<file path="config.mk">
export PLATFORM = sky130hd
export DESIGN_NAME = atm_core_param_flat
export DESIGN_NICKNAME = d
export VERILOG_FILES = /design/src/rtl/atm_core_param_if.sv /design/src/rtl/atm_core_param.sv /design/src/flat_wrapper.sv
export SDC_FILE = /design/constraint.sdc
export NUM_CORES = 2
export LEC_CHECK = 0
export CORE_MARGIN = 5
export CORE_UTILIZATION = 50
export CTS_BUF_LIST = sky130_fd_sc_hd__clkbuf_8
export DETAILED_ROUTE_END_ITERATION = 7
export GPL_TIMING_DRIVEN = 0
export PLACE_DENSITY = 0.66
export SETUP_SLACK_MARGIN = 0.4
export SLEW_MARGIN = 20
export SYNTH_ARGS = -nofsm -noshare
export SYNTH_HDL_FRONTEND = slang
export SYNTH_SLANG_ARGS = --single-unit
</file>
<file path="constraint.sdc">
create_clock -name clk -period 17.8 [get_ports clk]
set_input_delay 2.67 -clock clk [delete_from_list [all_inputs] [get_ports clk]]
set_output_delay 2.67 -clock clk [all_outputs]
set_load 0.005 [all_outputs]
</file>
<file path="src/rtl/atm_core_param_if.sv">
// Front-panel bus between the keypad/panel sequencer (master) and the ATM core (slave).
interface atm_core_param_if #(
    parameter int ACC_W = 4,
    parameter int PIN_W = 16,
    parameter int BAL_W = 32
);
    logic             start;
    logic [ACC_W-1:0] acc_num;
    logic [PIN_W-1:0] pin;
    logic             op_valid;
    logic [2:0]       operation;
    logic [BAL_W-1:0] amount;
    logic [PIN_W-1:0] new_pin;
    logic [BAL_W-1:0] balance;
    logic             success;
    logic             done;
    logic             locked;
    logic [2:0]       state;

    modport master (
        output start, acc_num, pin, op_valid, operation, amount, new_pin,
        input  balance, success, done, locked, state
    );

    modport slave (
        input  start, acc_num, pin, op_valid, operation, amount, new_pin,
        output balance, success, done, locked, state
    );
endinterface

</file>
<file path="src/rtl/atm_core_param.sv">
// Multi-account ATM transaction core: PIN/balance tables, session framing,
// per-account lockout, per-session withdrawal cap, deposit overflow guard, idle timeout.
module atm_core_param #(
    parameter int ACC_W     = 4,
    parameter int PIN_W     = 16,
    parameter int BAL_W     = 32,
    parameter int MAX_TRIES = 3,
    parameter int WD_LIMIT  = 5000,
    parameter int TIMEOUT   = 64
) (
    input  logic             clk,
    input  logic             rst_n,
    atm_core_param_if.slave  bus
);
    localparam int NUM = 2**ACC_W;
    localparam int FW  = $clog2(MAX_TRIES + 1);
    localparam int TW  = $clog2(TIMEOUT + 1);
    localparam logic [BAL_W:0] LIMIT = (BAL_W+1)'(WD_LIMIT);

    typedef enum logic [2:0] {
        REJECT   = 3'd0,
        AUTH     = 3'd1,
        MENU     = 3'd2,
        BALANCE  = 3'd3,
        WITHDRAW = 3'd4,
        DEPOSIT  = 3'd5,
        CHPIN    = 3'd6,
        IDLE     = 3'd7
    } state_t;

    state_t           state_q;
    logic [ACC_W-1:0] acc_q;
    logic [PIN_W-1:0] pin_q;
    logic [PIN_W-1:0] new_pin_q;
    logic [BAL_W-1:0] amount_q;
    logic [BAL_W-1:0] balance_q;
    logic [BAL_W-1:0] wd_total_q;
    logic [TW-1:0]    idle_cnt_q;
    logic             success_q;
    logic             done_q;
    logic             locked_q;

    logic [PIN_W-1:0] pin_tbl_q  [NUM];
    logic [BAL_W-1:0] bal_tbl_q  [NUM];
    logic [FW-1:0]    fail_tbl_q [NUM];
    logic [NUM-1:0]   lock_q;

    logic [BAL_W-1:0] cur_bal;
    logic [PIN_W-1:0] cur_pin;
    logic [BAL_W:0]   wd_sum_d;
    logic [BAL_W:0]   dep_sum_d;
    logic [FW-1:0]    fail_d;
    logic             wd_ok;
    logic             dep_ok;

    // NOTE: combinational logic uses blocking '=', every register below uses '<='.
    always_comb begin
        cur_bal   = bal_tbl_q[acc_q];
        cur_pin   = pin_tbl_q[acc_q];
        wd_sum_d  = {1'b0, wd_total_q} + {1'b0, amount_q};
        dep_sum_d = {1'b0, cur_bal} + {1'b0, amount_q};
        fail_d    = fail_tbl_q[acc_q] + 1'b1;
        wd_ok     = (amount_q != '0) && (amount_q <= cur_bal) && (wd_sum_d <= LIMIT);
        dep_ok    = (amount_q != '0) && !dep_sum_d[BAL_W];
    end

    always_ff @(posedge clk or negedge rst_n) begin
        if (!rst_n) begin
            state_q    <= IDLE;
            acc_q      <= '0;
            pin_q      <= '0;
            new_pin_q  <= '0;
            amount_q   <= '0;
            balance_q  <= '0;
            wd_total_q <= '0;
            idle_cnt_q <= '0;
            success_q  <= 1'b0;
            done_q     <= 1'b0;
            locked_q   <= 1'b0;
            lock_q     <= '0;
            // NOTE: the tables are flops, not RAM, because reset must restore every entry.
            for (int i = 0; i < NUM; i++) begin
                pin_tbl_q[i]  <= PIN_W'(123 + 1111 * i);
                bal_tbl_q[i]  <= BAL_W'(1000);
                fail_tbl_q[i] <= '0;
            end
        end else begin
            done_q <= 1'b0;
            case (state_q)
                IDLE: begin
                    if (bus.start) begin
                        acc_q   <= bus.acc_num;
                        pin_q   <= bus.pin;
                        state_q <= AUTH;
                    end
                end
                AUTH: begin
                    if ((pin_q == cur_pin) && !lock_q[acc_q]) begin
                        state_q           <= MENU;
                        success_q         <= 1'b1;
                        done_q            <= 1'b1;
                        locked_q          <= 1'b0;
                        fail_tbl_q[acc_q] <= '0;
                        wd_total_q        <= '0;
                        balance_q         <= cur_bal;
                        idle_cnt_q        <= '0;
                    end else begin
                        state_q <= REJECT;
                        // Counting stops once locked so the counter cannot wrap.
                        if ((pin_q != cur_pin) && !lock_q[acc_q]) begin
                            fail_tbl_q[acc_q] <= fail_d;
                            if (fail_d >= FW'(MAX_TRIES)) lock_q[acc_q] <= 1'b1;
                        end
                    end
                end
                REJECT: begin
                    state_q   <= IDLE;
                    success_q <= 1'b0;
                    done_q    <= 1'b1;
                    locked_q  <= lock_q[acc_q];
                end
                MENU: begin
                    if (bus.op_valid) begin
                        amount_q   <= bus.amount;
                        new_pin_q  <= bus.new_pin;
                        idle_cnt_q <= '0;
                        case (bus.operation)
                            3'd1: state_q <= WITHDRAW;
                            3'd2: state_q <= CHPIN;
                            3'd3: state_q <= BALANCE;
                            3'd5: state_q <= DEPOSIT;
                            3'd7: begin
                                state_q   <= IDLE;
                                success_q <= 1'b1;
                                done_q    <= 1'b1;
                            end
                            default: begin
                                success_q <= 1'b0;
                                done_q    <= 1'b1;
                            end
                        endcase
                    end else if (idle_cnt_q == TW'(TIMEOUT - 1)) begin
                        state_q   <= IDLE;
                        success_q <= 1'b0;
                        done_q    <= 1'b1;
                    end else begin
                        idle_cnt_q <= idle_cnt_q + 1'b1;
                    end
                end
                WITHDRAW: begin
                    state_q    <= MENU;
                    done_q     <= 1'b1;
                    idle_cnt_q <= '0;
                    success_q  <= wd_ok;
                    if (wd_ok) begin
                        bal_tbl_q[acc_q] <= cur_bal - amount_q;
                        balance_q        <= cur_bal - amount_q;
                        wd_total_q       <= wd_sum_d[BAL_W-1:0];
                    end else begin
                        balance_q <= cur_bal;
                    end
                end
                DEPOSIT: begin
                    state_q    <= MENU;
                    done_q     <= 1'b1;
                    idle_cnt_q <= '0;
                    success_q  <= dep_ok;
                    if (dep_ok) begin
                        bal_tbl_q[acc_q] <= dep_sum_d[BAL_W-1:0];
                        balance_q        <= dep_sum_d[BAL_W-1:0];
                    end else begin
                        balance_q <= cur_bal;
                    end
                end
                CHPIN: begin
                    state_q    <= MENU;
                    done_q     <= 1'b1;
                    idle_cnt_q <= '0;
                    balance_q  <= cur_bal;
                    success_q  <= (new_pin_q != cur_pin);
                    if (new_pin_q != cur_pin) pin_tbl_q[acc_q] <= new_pin_q;
                end
                BALANCE: begin
                    state_q    <= MENU;
                    done_q     <= 1'b1;
                    idle_cnt_q <= '0;
                    balance_q  <= cur_bal;
                    success_q  <= 1'b1;
                end
                default: state_q <= IDLE;
            endcase
        end
    end

    assign bus.balance = balance_q;
    assign bus.success = success_q;
    assign bus.done    = done_q;
    assign bus.locked  = locked_q;
    assign bus.state   = state_q;
endmodule
</file>
<file path="src/flat_wrapper.sv">
// flat-port wrapper written by rule: the top's interface ports become plain ports
module atm_core_param_flat 
#(
    parameter int ACC_W     = 4,
    parameter int PIN_W     = 16,
    parameter int BAL_W     = 32,
    parameter int MAX_TRIES = 3,
    parameter int WD_LIMIT  = 5000,
    parameter int TIMEOUT   = 64
)
  (clk, rst_n, bus_start, bus_acc_num, bus_pin, bus_op_valid, bus_operation, bus_amount, bus_new_pin, bus_balance, bus_success, bus_done, bus_locked, bus_state);
  atm_core_param_if #(.ACC_W(ACC_W), .PIN_W(PIN_W), .BAL_W(BAL_W)) bus_i ();
  input  logic clk;
  input  logic rst_n;
  input wire logic [$bits(bus_i.start)-1:0] bus_start;
  input wire logic [$bits(bus_i.acc_num)-1:0] bus_acc_num;
  input wire logic [$bits(bus_i.pin)-1:0] bus_pin;
  input wire logic [$bits(bus_i.op_valid)-1:0] bus_op_valid;
  input wire logic [$bits(bus_i.operation)-1:0] bus_operation;
  input wire logic [$bits(bus_i.amount)-1:0] bus_amount;
  input wire logic [$bits(bus_i.new_pin)-1:0] bus_new_pin;
  output wire logic [$bits(bus_i.balance)-1:0] bus_balance;
  output wire logic [$bits(bus_i.success)-1:0] bus_success;
  output wire logic [$bits(bus_i.done)-1:0] bus_done;
  output wire logic [$bits(bus_i.locked)-1:0] bus_locked;
  output wire logic [$bits(bus_i.state)-1:0] bus_state;
  assign bus_i.start = bus_start;
  assign bus_i.acc_num = bus_acc_num;
  assign bus_i.pin = bus_pin;
  assign bus_i.op_valid = bus_op_valid;
  assign bus_i.operation = bus_operation;
  assign bus_i.amount = bus_amount;
  assign bus_i.new_pin = bus_new_pin;
  assign bus_balance = bus_i.balance;
  assign bus_success = bus_i.success;
  assign bus_done = bus_i.done;
  assign bus_locked = bus_i.locked;
  assign bus_state = bus_i.state;
  atm_core_param #(.ACC_W(ACC_W), .PIN_W(PIN_W), .BAL_W(BAL_W), .MAX_TRIES(MAX_TRIES), .WD_LIMIT(WD_LIMIT), .TIMEOUT(TIMEOUT)) u_core (.clk(clk), .rst_n(rst_n), .bus(bus_i));
endmodule
</file>
==> metrics.txt <==
mapped cell area 49,800 um^2; die height 326 um; Slew Limit Fails 0; vias in the first global route 35.3k; synth top area cells dfrtp_1 (38%), mux2_2 (15%), dfstp_2 (11%), mux4_2 (11%), mux2_1 (2.6%); VDD IR-drop max 0.0877 mV; All-Layer GR Usage 0.293; Starting Density 0.505; Cells after Synth 3,816; setup bufs post-CTS 0; routability cong. 0.960; Post-DP Area 52,800 um^2; Synth Flop Type dfrtp_1; first-pass GRT wire length 234,000 um; IO Count 113; most frequent cell after synthesis dfrtp_1; CP top delay family buffers and inverters; pre-CTS setup slack 8010 ps; pwr dens 179 nW/um^2; CTS tree done; critical path launch point type flip-flop; post-route design area 56,200 um^2; Worst-Skew Late Latency 880 ps; Ys Warns 0; Fin. Hold Viols 0; iteration-0 DRC count of the detailed router 3,342; CP startpoint u_core.acc_q[1]; full die area 106,000 um^2; fraction of layout cells with a size suffix above 1 0.364; crit path capture type flip-flop; Slew HR 0.149; Routed WL 156,000 um; cts repair resizes 0; register-to-register setup slack 7810 ps; Hold Buf Count CTS 0; worst setup margin 7810 ps; hpwl dp 110,000 um; CP Class flip-flop to flip-flop; CTS Root Cell clkbuf_8; Worst path max stage delay 870 ps; crit path max fanout 10; Finished Core Util 0.569; Commonest cells post-synth dfrtp_1 (754), mux2_2 (665), mux4_2 (240), dfstp_2 (207), o21ai_0 (195); Post-Syn Nets 3,992; total CTS buffers 165; CTS Buffer Depth 3; Crit-path slowest cell buf_1; wire per inst 28.3 um; largest net degree at the start of global routing 141; Hold WC Path Type flip-flop to flip-flop; Worst Tran Pin Value 1240 ps; Via density 6.23; hold_sp u_core.lock_q[1]; DIE WIDTH 326 um; Post-synth EDFFs 0; row count 115; worst r2r src u_core.acc_q[1]; Setup Total Neg Slack 0 ps; Max Clock Skew 63.9 ps; CP most frequent cell buf_2; area grow syn2layout 12.8%; min Tclk post-route 9990 ps; cell taking the most area after synthesis dfrtp_1; maximum capacitance violations 0; Clock Sinks 961; router iterations before antenna repair 7; synthesized flop and latch total 961; R2R depth 29; Async SR Flop Fraction 1.00; RSZ-0062 raised after global routing no; Peak Freq 100 MHz; H-tree lvl count 4; Leak 25.8 nW; Seq/Total Area, Yosys 0.488; residual DRC count 0; syn_area_per_cell 13.1 um^2; crit path buf inv count 12; initial antenna violation count 4; Core ar. 98,700 um^2; final period utilization 0.561; remaining antenna violation count after routing 0; nets 4,280; Worst Path Arrival 10,780 ps; clk slew on worst S/H paths 60 ps; status complete, no violations; Worst path depth 29; global route overflow 0; CP required 18,590 ps; Port Buf Inserts 112; detailed-route via count 34.5k; post-synth top area share 0.379; hold path depth 1; library cells used by synthesis 91; Final setup viols 0
path summary, 6_finish.rpt:
check                                        end
max                        u_core.bus.balance[1]
min                             u_core.lock_q[1]
max reg2reg                u_core.bus.balance[1]
min reg2reg                     u_core.lock_q[1]
max in group asynchronous   u_core.pin_tbl_q[90]
min in group asynchronous  u_core.bal_tbl_q[100]
placed cells by master, fill, tap and decap left out, drive strengths merged, types with 9 or more instances in the layout:
master / count
a211o: 11
a211oi: 24
a21o: 44
a21oi: 117
a221oi: 9
a31oi: 27
and2: 15
and3: 38
buf: 178
clkbuf: 334
clkdlybuf4s50: 111
dfrtp: 754
dfstp: 207
ha: 98
inv: 162
mux2: 804
mux2i: 53
mux4: 240
nand2: 156
nand2b: 16
nand3: 51
nand4: 31
nor2: 174
nor2b: 15
nor3: 33
nor4: 19
o211ai: 9
o21a: 13
o21ai: 207
o21bai: 25
o31ai: 15
xnor2: 67
xor2: 34
registers in the layout (all words and copies together), names as in the netlist, 3 cells and up:
register / flops
u_core.acc_q: 4
u_core.amount_q: 32
u_core.bal_tbl_q: 512
u_core.bus.balance: 32
u_core.bus.state: 3
u_core.fail_tbl_q: 32
u_core.idle_cnt_q: 7
u_core.lock_q: 16
u_core.new_pin_q: 16
u_core.pin_q: 16
u_core.pin_tbl_q: 256
u_core.wd_total_q: 32
per-layer routing:
layer	share of wire	vias to the layer above	routed length (um)	global-route usage
li1	-	14756	-	-
met3	0.072	311	11300	0.0638
met2	0.46	1299	71800	0.455
met5	0.000083	-	13	0
met4	0.034	2	5380	0.0968
met1	0.43	18096	67900	0.414
cells by family (layout without fill, tap and decap cells):
kind of cell,after synthesis,after routing,synth area share
adders and majority gates,101,101,0.0258
xor gates and xnor gates,101,101,0.0178
and+or+nand+nor,596,596,0.0580
DFF,961,961,0.488
other,0,4,0
muxes,1097,1097,0.303
buffers and inverters,376,802,0.0329
AOI/OAI and AO/OA,584,584,0.0750
metrics by stage:
stage	total power, W	hold WS (ps)	cells
floorplan	0.00622	423	3816
global placement	0.00788	437	5215
detailed placement	0.00793	443	5224
CTS	0.00999	456	5529
global route	0.0105	467	5531
finish	0.0101	455	5533
power by group:
part           leakage (nW)  switching (W)  internal, W
sequential             12.4       0.000389      0.00293
clock                  1.99       0.000955      0.00109
combinational          11.5        0.00290      0.00179
worst reg2reg max path: cells and delay by family (launching register included):
kind                       cells  cell delay [ps]
buffers and inverters         12             4740
muxes                          2              570
and+or+nand+nor                7             1930
DFF                            1              330
AOI/OAI and AO/OA              6             1560
adders and majority gates      2              810
layout make-up:
type                    instances  area [um^2]
plain buffers                 297         1360
inverters                      79          297
well taps                    1287         1610
clock inverters               100          547
flip-flops and latches        961        24300
clock buffers                 205         2820
multi-input cells            2479        23900
diodes                          4         10.0
fillers                      8106        42500
repair buffers                121         1350
(Power assumes the default switching activity.)
